$ cat config.mk
export PLATFORM = sky130hd
export DESIGN_NAME = cache_fill_fsm
export DESIGN_NICKNAME = d
export VERILOG_FILES = /design/src/rtl/cache_fill_fsm.sv
export SDC_FILE = /design/constraint.sdc
export NUM_CORES = 1
export LEC_CHECK = 0
export ABC_CLOCK_PERIOD_IN_PS = 1400
export CAP_MARGIN = 20
export CORE_MARGIN = 10
export CORE_UTILIZATION = 30
export DETAILED_ROUTE_END_ITERATION = 8
export PLACE_DENSITY = 0.71
export SLEW_MARGIN = 20
export SYNTH_ARGS = -nofsm -noshare
export SYNTH_HDL_FRONTEND = slang
export SYNTH_SLANG_ARGS = --single-unit
$ cat constraint.sdc
create_clock -name clk -period 1.4 [get_ports clk]
set_input_delay 0.14 -clock clk [delete_from_list [all_inputs] [get_ports clk]]
set_output_delay 0.14 -clock clk [all_outputs]
set_load 0.05 [all_outputs]
$ cat src/rtl/cache_fill_fsm.sv
// Miss-handling controller: fetches one cache block from main memory as a burst of
// pipelined word reads and streams the returned words into the cache data/tag arrays.
module cache_fill_fsm #(
  parameter int WORDS_PER_BLOCK = 8,
  parameter int ADDR_W          = 16
) (
  input  logic                               clk,
  input  logic                               rst_n,
  input  logic                               miss_detected,
  input  logic [ADDR_W-1:0]                  miss_address,
  output logic                               fsm_busy,
  output logic                               memory_read,
  output logic [ADDR_W-1:0]                  memory_address,
  input  logic                               memory_data_valid,
  input  logic [15:0]                        memory_data,
  output logic                               write_data_array,
  output logic                               write_tag_array,
  output logic [$clog2(WORDS_PER_BLOCK)-1:0] fill_offset,
  output logic [15:0]                        fill_data
);

  localparam int OFF_W   = $clog2(WORDS_PER_BLOCK);
  localparam int CNT_W   = OFF_W + 1;
  // Block is WORDS_PER_BLOCK 16-bit words, so the byte offset spans OFF_W+1 bits.
  localparam int BLK_LSB = OFF_W + 1;
  localparam logic [CNT_W-1:0] FULL = CNT_W'(WORDS_PER_BLOCK);
  localparam logic [CNT_W-1:0] LAST = CNT_W'(WORDS_PER_BLOCK - 1);

  typedef enum logic {IDLE, FILL} state_t;

  state_t            state;
  logic [CNT_W-1:0]  req_cnt;
  logic [CNT_W-1:0]  rcv_cnt;
  logic [ADDR_W-1:0] base;
  logic              req_active;
  logic              rcv_fire;

  assign req_active = (state == FILL) && (req_cnt < FULL);
  assign rcv_fire   = (state == FILL) && memory_data_valid && (rcv_cnt < FULL);

  always_ff @(posedge clk or negedge rst_n) begin
    if (!rst_n) begin
      state   <= IDLE;
      req_cnt <= '0;
      rcv_cnt <= '0;
      base    <= '0;
    end else begin
      case (state)
        IDLE: begin
          if (miss_detected) begin
            base    <= {miss_address[ADDR_W-1:BLK_LSB], {BLK_LSB{1'b0}}};
            req_cnt <= '0;
            rcv_cnt <= '0;
            state   <= FILL;
          end
        end
        FILL: begin
          if (req_active) req_cnt <= req_cnt + 1'b1;
          if (rcv_fire) begin
            rcv_cnt <= rcv_cnt + 1'b1;
            if (rcv_cnt == LAST) state <= IDLE;
          end
        end
        default: state <= IDLE;
      endcase
    end
  end

  // Stall must rise in the miss cycle itself, hence the combinational IDLE term.
  assign fsm_busy         = (state == FILL) || (rst_n && (state == IDLE) && miss_detected);
  assign memory_read      = req_active;
  assign memory_address   = req_active ? (base + (ADDR_W'(req_cnt) << 1)) : '0;
  assign write_data_array = rcv_fire;
  assign write_tag_array  = rcv_fire && (rcv_cnt == LAST);
  assign fill_offset      = rcv_fire ? rcv_cnt[OFF_W-1:0] : '0;
  assign fill_data        = memory_data;

endmodule

==> flow_summary.json, run 1 <==
{
  "drt-vias-per-instance": 4.70,
  "slowest_delay_ns": 0.53,
  "crit_start": "req_cnt[3]$_DFFE_PN0P_",
  "rows": 24,
  "grt_antenna_before_repair": 0,
  "synth-seq-cells": 21,
  "syn_inst": 160,
  "syn_nets": 200,
  "finalWirelength_um": 3790,
  "fmaxAchievable_ghz": 0.516,
  "hold_buffers": 0,
  "place_hpwl_um": 2950,
  "cap_violations": 0,
  "vias": 1269,
  "drc": 0,
  "slew_violations": 0,
  "cp_top_family": "simple AND/OR/NAND/NOR gates",
  "post_synth_xor_area_fraction_pct": 3.96,
  "finalCritPeriodShare_pct": 138,
  "p_per_area_nw_per_um2": 2050,
  "ir_worst_vdd_mv": 0.955,
  "fill_cells": 380,
  "hold_path_class": "input pin to asynchronous set/reset pin",
  "clkPwrFrac_pct": 8.1,
  "antenna_left": 0,
  "arrival_ns": 1.80,
  "syn-cell-area_um2": 1330,
  "crit_path_end_kind": "output pin",
  "cts-root-buf": "clkbuf_8",
  "drt_first_pass_iters": 7,
  "htreeDepth": 1,
  "p_sw_share_pct": 45.1,
  "cts_buffers": 3,
  "grt_max_degree": 22,
  "p_sw_mw": 2.22,
  "core_area_um2": 4320,
  "instances_no_fill": 270,
  "multi_input_area_um2": 873,
  "status": "finished, violations left",
  "finalHoldViolCount": 0,
  "die_area_um2": 7490,
  "synth.distinct_cells": 34,
  "critPathBufInv": 1,
  "finalWorstSetupSlack_ns": -0.536,
  "die_y_um": 86.5,
  "yosysWarnings": 0,
  "clk_pin_slew_ns": 0.07,
  "p_int_mw": 2.71,
  "synth_fa_ha_area_share_pct": 3.77,
  "die_width_um": 86.5,
  "setup_viol": 20,
  "start_kind": "flip-flop",
  "clock-sinks": 21,
  "worstReg2RegStart": "req_cnt[3]$_DFFE_PN0P_",
  "ys_seq_area_share_pct": 39.6,
  "synthToLayoutAreaGrowth_pct": 81.4,
  "seqPwrFrac_pct": 25.6,
  "grt_pass1_wl_um": 6620,
  "crit_fanout": 5,
  "crit_slowest_cell": "or4_4",
  "period_minus_slack_ns": 1.94,
  "wl_per_cell_um": 14.0,
  "drtIter0Drc": 56,
  "combPwrFrac_pct": 66.3,
  "clk_path_buf_depth": 2,
  "cp_cell_sequence": "ha_4 > nand4_4 > or4_4 > a21oi_4 > buf_12",
  "p_leak_nw": 1.05,
  "synthSimpleGateAreaFrac_pct": 29.3,
  "grt_overflow": 0,
  "antennaDiodeCount": 0,
  "drive_gt1_share_pct": 49.1,
  "grt_pass1_vias": 1382,
  "synth_top_family_by_area": "simple AND/OR/NAND/NOR gates",
  "place.gp.congestion": 0.751,
  "tritoncts": "yes",
  "muxShareOfSynthArea_pct": 0.754,
  "violations": "setup timing",
  "cp.required_ns": 1.26,
  "initial_utilization_pct": 30.7,
  "port_buffers": 37,
  "clk_latency_ns": 0.26,
  "seqCellArea_um2": 528,
  "syn_avg_cell_area_um2": 8.30,
  "synth-compound-area-share_pct": 9.90,
  "dp_cells": 262,
  "ios": 75,
  "fin_nets": 259,
  "skew_ns": 0.00450,
  "finalPower_mw": 4.93,
  "crit_type": "flip-flop to output pin",
  "rsz0062_at_grt": "yes",
  "grt_usage_pct": 10.6
}
-- power by group through the flow --
stage	registers [mW]	clock network [mW]	logic, mW
final	1.26	0.398	3.27
after global routing	1.30	0.437	3.53
after CTS	1.26	0.412	3.22
after detailed placement	1.24	0	2.96
after global placement	1.22	0	2.92
after floorplan	1.21	0	1.71
-- area by class of cell --
class | count | share of cell area [%]
well taps | 52 | 2.70
inverters | 5 | 0.987
multi-input cells | 112 | 36.3
clock buffers | 4 | 1.87
repair buffers | 76 | 36.3
flip-flops and latches | 21 | 21.9
-- repair_timing --
item	in CTS	in global routing
cloned	0	0
gates resized for setup	28	9
setup endpoints to repair	21	22
setup buffers	3	3
pin swaps	7	4
-- through the flow --
step                      setup WS [ns]  hold WS, ns  setup TNS (ns)  util, %  instance area, um^2
final                            -0.536        0.275           -5.30     55.7                 2410
after global routing             -0.598        0.280           -6.36     55.7                 2410
after CTS                        -0.537        0.278           -5.32     54.8                 2370
after detailed placement         -0.329        0.280           -1.83     50.8                 2200
after global placement           -0.276        0.280           -1.57     50.8                 2200
after floorplan                  -0.343       -0.156           -1.67        -                 1490
-- final timing paths --
kind | to | slack (ns) | cells past startpoint
worst max-delay path | memory_address[12] | -0.54 | 5
worst min-delay path | rcv_cnt[3]$_DFFE_PN0P_ | 0.27 | 2
worst max register to register | req_cnt[0]$_DFFE_PN0P_ | 0.10 | 6
worst min register to register | rcv_cnt[3]$_DFFE_PN0P_ | 0.53 | 2
max in group asynchronous | base[4]$_DFFE_PN0P_ | 0.88 | 2
min in group clk | fill_data[2] | 0.28 | 0
-- flip-flops by register name, summed over array words and instances (netlist names) --
name,cells
base,12
rcv_cnt,4
state,1
req_cnt,4
-- synthesized netlist by cell type, drive strengths merged --
library cell / n / area, um^2
nand2: 42 / 158
dfrtp: 21 / 526
buf: 17 / 128
and2: 8 / 50.1
o21ai: 7 / 35.0
a21oi: 6 / 30.0
nor2: 6 / 22.5
clkbuf: 5 / 18.8
inv: 5 / 18.8
nand3: 5 / 30.0
ha: 4 / 50.1
o31ai: 4 / 30.0
or4: 4 / 30.0
xor2: 4 / 35.0
nand4: 3 / 31.3
nand2b: 2 / 12.5
o21a: 2 / 15.0
or3: 2 / 12.5
xnor2: 2 / 17.5
a31oi: 1 / 6.26
a41oi: 1 / 8.76
and3: 1 / 6.26
and3b: 1 / 8.76
conb: 1 / 3.75
mux2i: 1 / 10.0
nand3b: 1 / 7.51
nand4b: 1 / 8.76
nor2b: 1 / 6.26
nor3: 1 / 5.00
o22ai: 1 / 6.26
-- layout by cell type, fill, tap and decap left out, drive strengths merged, types with 4 or more instances in the layout --
master         instances
buf                   61
nand2                 42
dfrtp                 21
clkdlybuf4s50         15
and2                   8
o21ai                  7
a21oi                  6
nor2                   6
nand3                  5
inv                    5
or4                    4
o31ai                  4
clkbuf                 4
xor2                   4
ha                     4
-- per-layer routing --
metal  vias to the layer above  GRT usage, %  wire length [um]  share of wire, %
li1                        634             -                 -                 -
met1                       598          12.0              1460                39
met2                        32          17.9              1990                52
met3                         5          3.66               301               7.9
met4                         0          3.68                36              0.95
met5                         -             0                 0                 0
-- cells by family after synthesis --
| group | after synthesis |
|---|---|
| AO/OA/AOI/OAI | 22 |
| XOR/XNOR | 6 |
| adder cells (fa/ha/maj) | 4 |
| buffers and inverters | 27 |
| flip-flops | 21 |
| multiplexers | 1 |
| other | 1 |
| AND/OR/NAND/NOR | 78 |
(Power assumes the default switching activity.)
==> run 2: changes to the inputs <==
Settings changed: ABC_AREA set to 1, GPL_TIMING_DRIVEN set to 0, PLACE_DENSITY 0.71 to 0.7.
==> flow_summary.json, run 2 <==
{
  "fin_nets": 305,
  "synthToLayoutAreaGrowth_pct": 73.6,
  "final_cell_mix": "nand2_1 (49), clkdlybuf4s50_1 (30), buf_4 (26), inv_1 (18), dfrtp_1 (17)",
  "ff2ff_path_depth": 6,
  "synth_common_cells": "nand2_1 (56), nor2_1 (23), inv_1 (22)",
  "crit_path_end_kind": "output pin",
  "synth_top_area_share_pct": 38.1,
  "finalWirelength_um": 4020,
  "syn-cell-area_um2": 1380,
  "finalPower_mw": 1.22,
  "p_per_area_nw_per_um2": 510,
  "grt_pass1_wl_um": 6350,
  "async_flop_share_pct": 100,
  "drt-vias-per-instance": 4.49,
  "ios": 75,
  "drive_gt1_share_pct": 40.9,
  "clock-sinks": 21,
  "clk_path_buf_depth": 2,
  "finalHoldViolCount": 0,
  "die_area_um2": 7710,
  "ir_worst_vdd_mv": 0.336,
  "yosysWarnings": 0,
  "rsz0062_at_grt": "yes",
  "status": "finished, violations left",
  "grt_usage_pct": 9.78,
  "initial_utilization_pct": 31.2,
  "port_buffers": 53,
  "fmaxAchievable_ghz": 0.585,
  "tritoncts": "yes",
  "start_kind": "flip-flop",
  "drt_first_pass_iters": 4,
  "finalWorstSetupSlack_ns": -0.309,
  "grt_antenna_before_repair": 0,
  "crit_start": "base[4]$_DFFE_PN0P_",
  "die_width_um": 87.8,
  "holdWs_ns": 0.198,
  "core_area_um2": 4410,
  "drc": 0,
  "syn_nets": 236,
  "synth.distinct_cells": 21,
  "hold_path_class": "input pin to asynchronous set/reset pin",
  "final_common_cell": "nand2_1",
  "crit_fanout": 7,
  "r2r_slack_ns": 0.19,
  "p_leak_nw": 1.14,
  "clkPwrFrac_pct": 31.3,
  "endpoint": "memory_address[9]",
  "grt_max_degree": 22,
  "antennaDiodeCount": 0,
  "crit_type": "flip-flop to output pin",
  "syn_avg_cell_area_um2": 7.03,
  "ys_seq_area_share_pct": 38.1,
  "fill_cells": 418,
  "p_sw_mw": 0.306,
  "combPwrFrac_pct": 19.0,
  "largest_register_ffs": 12,
  "largest-register": "base",
  "place_hpwl_um": 3150,
  "largestRegisters": "base: 12 flops, rcv_cnt: 4 flops, req_cnt: 4 flops",
  "slew_violations": 0,
  "vias": 1418,
  "place.gp.congestion": 0.841,
  "wl_per_cell_um": 12.7,
  "synth_edf_count": 0,
  "grt_overflow": 0,
  "synth_most_common_cell": "nand2_1",
  "syn_inst": 196,
  "cts_buffers": 3,
  "synth_top_area_cell": "dfrtp_1",
  "period_minus_slack_ns": 1.71,
  "grt_pass1_vias": 1428,
  "p_sw_share_pct": 25.1,
  "synth-seq-cells": 21,
  "worstReg2RegStart": "state$_DFF_PN0_",
  "violations": "setup timing",
  "cts-root-buf": "clkbuf_8",
  "ys_top_cells_by_area": "dfrtp_1 (38%), nand2_1 (15%), buf_4 (9.3%)",
  "antenna_left": 0,
  "r2r_end": "base[12]$_DFFE_PN0P_",
  "drtIter0Drc": 53,
  "seqPwrFrac_pct": 49.7,
  "clk_latency_ns": 0.25,
  "cp.required_ns": 1.26,
  "die_y_um": 87.8,
  "worst_pin_slew_ns": 0.937,
  "max_slew_margin_pct": 37.5,
  "p_int_mw": 0.914,
  "setup_viol": 15,
  "htreeDepth": 1,
  "arrival_ns": 1.57,
  "finalCritPeriodShare_pct": 122,
  "skew_ns": 0.00287,
  "rows": 24,
  "synth-main-ff-cell": "dfrtp_1",
  "cap_violations": 0,
  "clk_pin_slew_ns": 0.07
}
## run 2: power by group through the flow
stage	logic, mW	clock network, mW	registers (mW)
after global placement	0.233	0	0.618
after floorplan	0.132	0	0.618
final	0.232	0.382	0.606
after detailed placement	0.234	0	0.618
after CTS	0.236	0.401	0.606
after global routing	0.243	0.425	0.606
## run 2: worst min path at each step
stage / startpoint / slack (ns) / cells after the start / to
after floorplan: rst_n / -0.16 / 0 / base[10]$_DFFE_PN0P_
after global placement: base[4]$_DFFE_PN0P_ / 0.51 / 2 / base[4]$_DFFE_PN0P_
after detailed placement: rcv_cnt[2]$_DFFE_PN0P_ / 0.51 / 2 / rcv_cnt[3]$_DFFE_PN0P_
after CTS: miss_address[5] / 0.41 / 3 / base[5]$_DFFE_PN0P_
after global routing: rst_n / 0.28 / 2 / rcv_cnt[1]$_DFFE_PN0P_
final: rst_n / 0.20 / 2 / rcv_cnt[1]$_DFFE_PN0P_
## run 2: per-layer routing
layer	wire length (um)	global-route usage (%)
met5	0	0
met4	12	2.61
met3	329	2.51
met2	2120	17.5
met1	1550	11.2
## run 2: critical path, stage by stage (launching register included)
cell and delay, ns:
dfrtp_1 0.41, ha_4 0.17, nand2_4 0.06, nor2_4 0.20, inv_2 0.05, nor2_2 0.10
nand2_1 0.07, nand2_2 0.08, nor2_4 0.04, buf_8 0.15
## run 2: metrics by stage
stage          utilization, %  instance area, um^2  setup TNS (ns)  setup WS, ns  cells
2_1_floorplan               -                 1480          -0.149        -0.119    196
3_3_place_gp             47.0                 2080          -12.39         -1.03    301
3_5_place_dp             47.0                 2080          -12.56         -1.05    301
4_1_cts                  50.6                 2230           -3.41        -0.351    311
5_1_grt                  54.2                 2390           -4.29        -0.412    316
6_report                 54.2                 2390           -2.90        -0.309    316
## run 2: layout make-up
class                      count  area [um^2]  share of cell area [%]
inverter                      25         96.3                    4.03
sequential                    21          531                    22.2
buffer                        20          153                    6.38
timing repair buffer          64          692                    28.9
clock buffer                   4         45.0                    1.88
tap                           52         65.1                    2.72
multi-input combinational    130          812                    33.9
## run 2: logic make-up (layout without fill, tap and decap cells)
logic type | Yosys count | count (layout) | share of synthesized area (%)
AO/OA/AOI/OAI | 26 | 26 | 9.44
adder cells (fa/ha/maj) | 4 | 4 | 3.63
buffers and inverters | 45 | 113 | 17.6
flip-flops | 21 | 21 | 38.1
other | 1 | 1 | 0.272
AND/OR/NAND/NOR | 99 | 99 | 30.9
## run 2: timing repair
item / CTS / global route
hold endpoints to repair: 21 / 0
setup endpoints to repair: 22 / 20
buffers inserted: 5 / 4
hold buffers: 1 / 0
cloned: 0 / 1
gates resized for setup: 168 / 34
pin swaps: 13 / 14
==> run 3: changes to the inputs <==
Settings changed: CTS_CLUSTER_DIAMETER set to 50, HOLD_SLACK_MARGIN set to 0.02, SKIP_CTS_REPAIR_TIMING set to 1.
==> flow_summary.json, run 3 (synthesis gave the netlist of run 2 again) <==
{
  "status": "finished, violations left",
  "violations": "setup timing",
  "slowest_delay_ns": 0.43,
  "hold_path_class": "input pin to flip-flop",
  "p_sw_share_pct": 25.3,
  "synthToLayoutAreaGrowth_pct": 73.3,
  "grt_max_degree": 23,
  "die_y_um": 87.8,
  "finalWirelength_um": 4100,
  "fmaxAchievable_ghz": 0.560,
  "drt_first_pass_iters": 4,
  "final_cell_mix": "nand2_1 (50), buf_4 (32), clkdlybuf4s50_1 (30), inv_1 (18), dfrtp_1 (16)",
  "largest_register_ffs": 12,
  "fin_area_um2": 2390,
  "crit_fanout": 6,
  "clk_latency_ns": 0.25,
  "tritoncts": "yes",
  "grt_usage_pct": 9.48,
  "cp_cell_sequence": "ha_4 > nand2_4 > nor2_4 > inv_2 > nor2_4 > nand2_2 > nand2_2 > nor2_4 > buf_8",
  "wl_per_cell_um": 12.8,
  "initial_utilization_pct": 31.2,
  "place.gp.congestion": 0.841,
  "largestRegisters": "base: 12 flops, rcv_cnt: 4 flops, req_cnt: 4 flops",
  "p_leak_nw": 1.13,
  "crit_slowest_cell": "dfrtp_2",
  "antennaDiodeCount": 0,
  "critPathBufInv": 2,
  "finalSetupTns_ns": -3.12,
  "skew_ns": 0.00403,
  "setup_viol": 15,
  "core_area_um2": 4410,
  "place_hpwl_um": 3150,
  "ir_worst_vdd_mv": 0.339,
  "antenna_left": 0,
  "htreeDepth": 1,
  "clock-sinks": 21,
  "drtIter0Drc": 29,
  "place_ws_ns": -1.05,
  "grt_antenna_before_repair": 0,
  "port_buffers": 53,
  "cp.required_ns": 1.26,
  "cp_top_family": "simple AND/OR/NAND/NOR gates",
  "p_int_mw": 0.914,
  "combPwrFrac_pct": 19.0,
  "grt_pass1_wl_um": 6110,
  "max_slew_margin_pct": 36.9,
  "finalWorstSetupSlack_ns": -0.387,
  "rows": 24,
  "seqPwrFrac_pct": 49.6,
  "drive_gt1_share_pct": 41.9,
  "ios": 75,
  "drc": 0,
  "grt_pass1_vias": 1363,
  "cts_buffers": 3,
  "die_area_um2": 7710,
  "dpl_cell_area_um2": 2080,
  "p_per_area_nw_per_um2": 512,
  "finalHoldViolCount": 0,
  "slew_violations": 0,
  "rsz0062_at_grt": "yes",
  "grt_overflow": 0,
  "final_core_util_pct": 54.1,
  "finalCritPeriodShare_pct": 128,
  "clk_pin_slew_ns": 0.07,
  "clkPwrFrac_pct": 31.5,
  "start_kind": "flip-flop",
  "largest-register": "base",
  "crit_path_end_kind": "output pin",
  "fin_nets": 308,
  "cp_common_cell": "nor2_4",
  "final_common_cell": "nand2_1",
  "drt-vias-per-instance": 4.48,
  "die_width_um": 87.8,
  "crit_type": "flip-flop to output pin",
  "vias": 1430,
  "p_sw_mw": 0.309,
  "worst_pin_slew_ns": 0.944,
  "clk_path_buf_depth": 2,
  "cts-root-buf": "clkbuf_8",
  "cap_violations": 0,
  "period_minus_slack_ns": 1.79,
  "arrival_ns": 1.65
}
-- run 3: cell count changes in the layout (fill, tap and decap cells not counted), moves of 2 or more --
cell,previous run,this run
buf_4,26,32
buf_8,10,8
clkbuf_2,0,2
nand2_2,7,5
-- run 3: power groups by stage --
stage,Combinational (mW),Clock (mW),Sequential [mW]
2_1_floorplan,0.132,0,0.618
3_3_place_gp,0.233,0,0.618
3_5_place_dp,0.234,0,0.618
4_1_cts,0.234,0.401,0.606
5_1_grt,0.243,0.425,0.606
6_report,0.232,0.385,0.606
-- run 3: worst register-to-register path: stages, from the launching register on --
cell and delay, ns:
dfrtp_2 0.46, inv_2 0.09, nand2_2 0.08, inv_2 0.14, buf_2 0.24, nand2_1 0.07, nand2_1 0.06
-- run 3: final timing paths --
| check | end | from | depth (start not counted) | slack [ns] |
|---|---|---|---|---|
| max | memory_address[9] | base[4]$_DFFE_PN0P_ | 9 | -0.39 |
| min | base[5]$_DFFE_PN0P_ | miss_address[5] | 3 | 0.41 |
| max reg2reg | base[12]$_DFFE_PN0P_ | state$_DFF_PN0_ | 6 | 0.19 |
| min reg2reg | rcv_cnt[3]$_DFFE_PN0P_ | rcv_cnt[2]$_DFFE_PN0P_ | 2 | 0.54 |
| max in group asynchronous | base[8]$_DFFE_PN0P_ | rst_n | 2 | 0.18 |
| min in group asynchronous | req_cnt[0]$_DFFE_PN0P_ | rst_n | 2 | 0.58 |
-- run 3: layout make-up --
type                       instances  area, um^2
sequential                        21         532
inverter                          25        96.3
timing repair buffer              67         667
buffer                            20         153
clock buffer                       4        45.0
fill                             415        2020
tap                               52        65.1
multi-input combinational        130         832
-- run 3: per-stage QoR --
stage | power, mW | hold WS [ns] | std cells
2_1_floorplan | 0.750 | -0.156 | 196
4_1_cts | 1.24 | 0.411 | 305
6_report | 1.22 | 0.413 | 319
3_3_place_gp | 0.851 | 0.508 | 301
5_1_grt | 1.27 | 0.421 | 319
3_5_place_dp | 0.852 | 0.508 | 301
-- run 3: per-layer routing --
| layer | global-route usage [%] | part of all wire (%) |
|---|---|---|
| met2 | 16.5 | 53 |
| met4 | 2.61 | 0.29 |
| met3 | 2.88 | 8.1 |
| met1 | 10.9 | 39 |
| met5 | 0 | 0 |
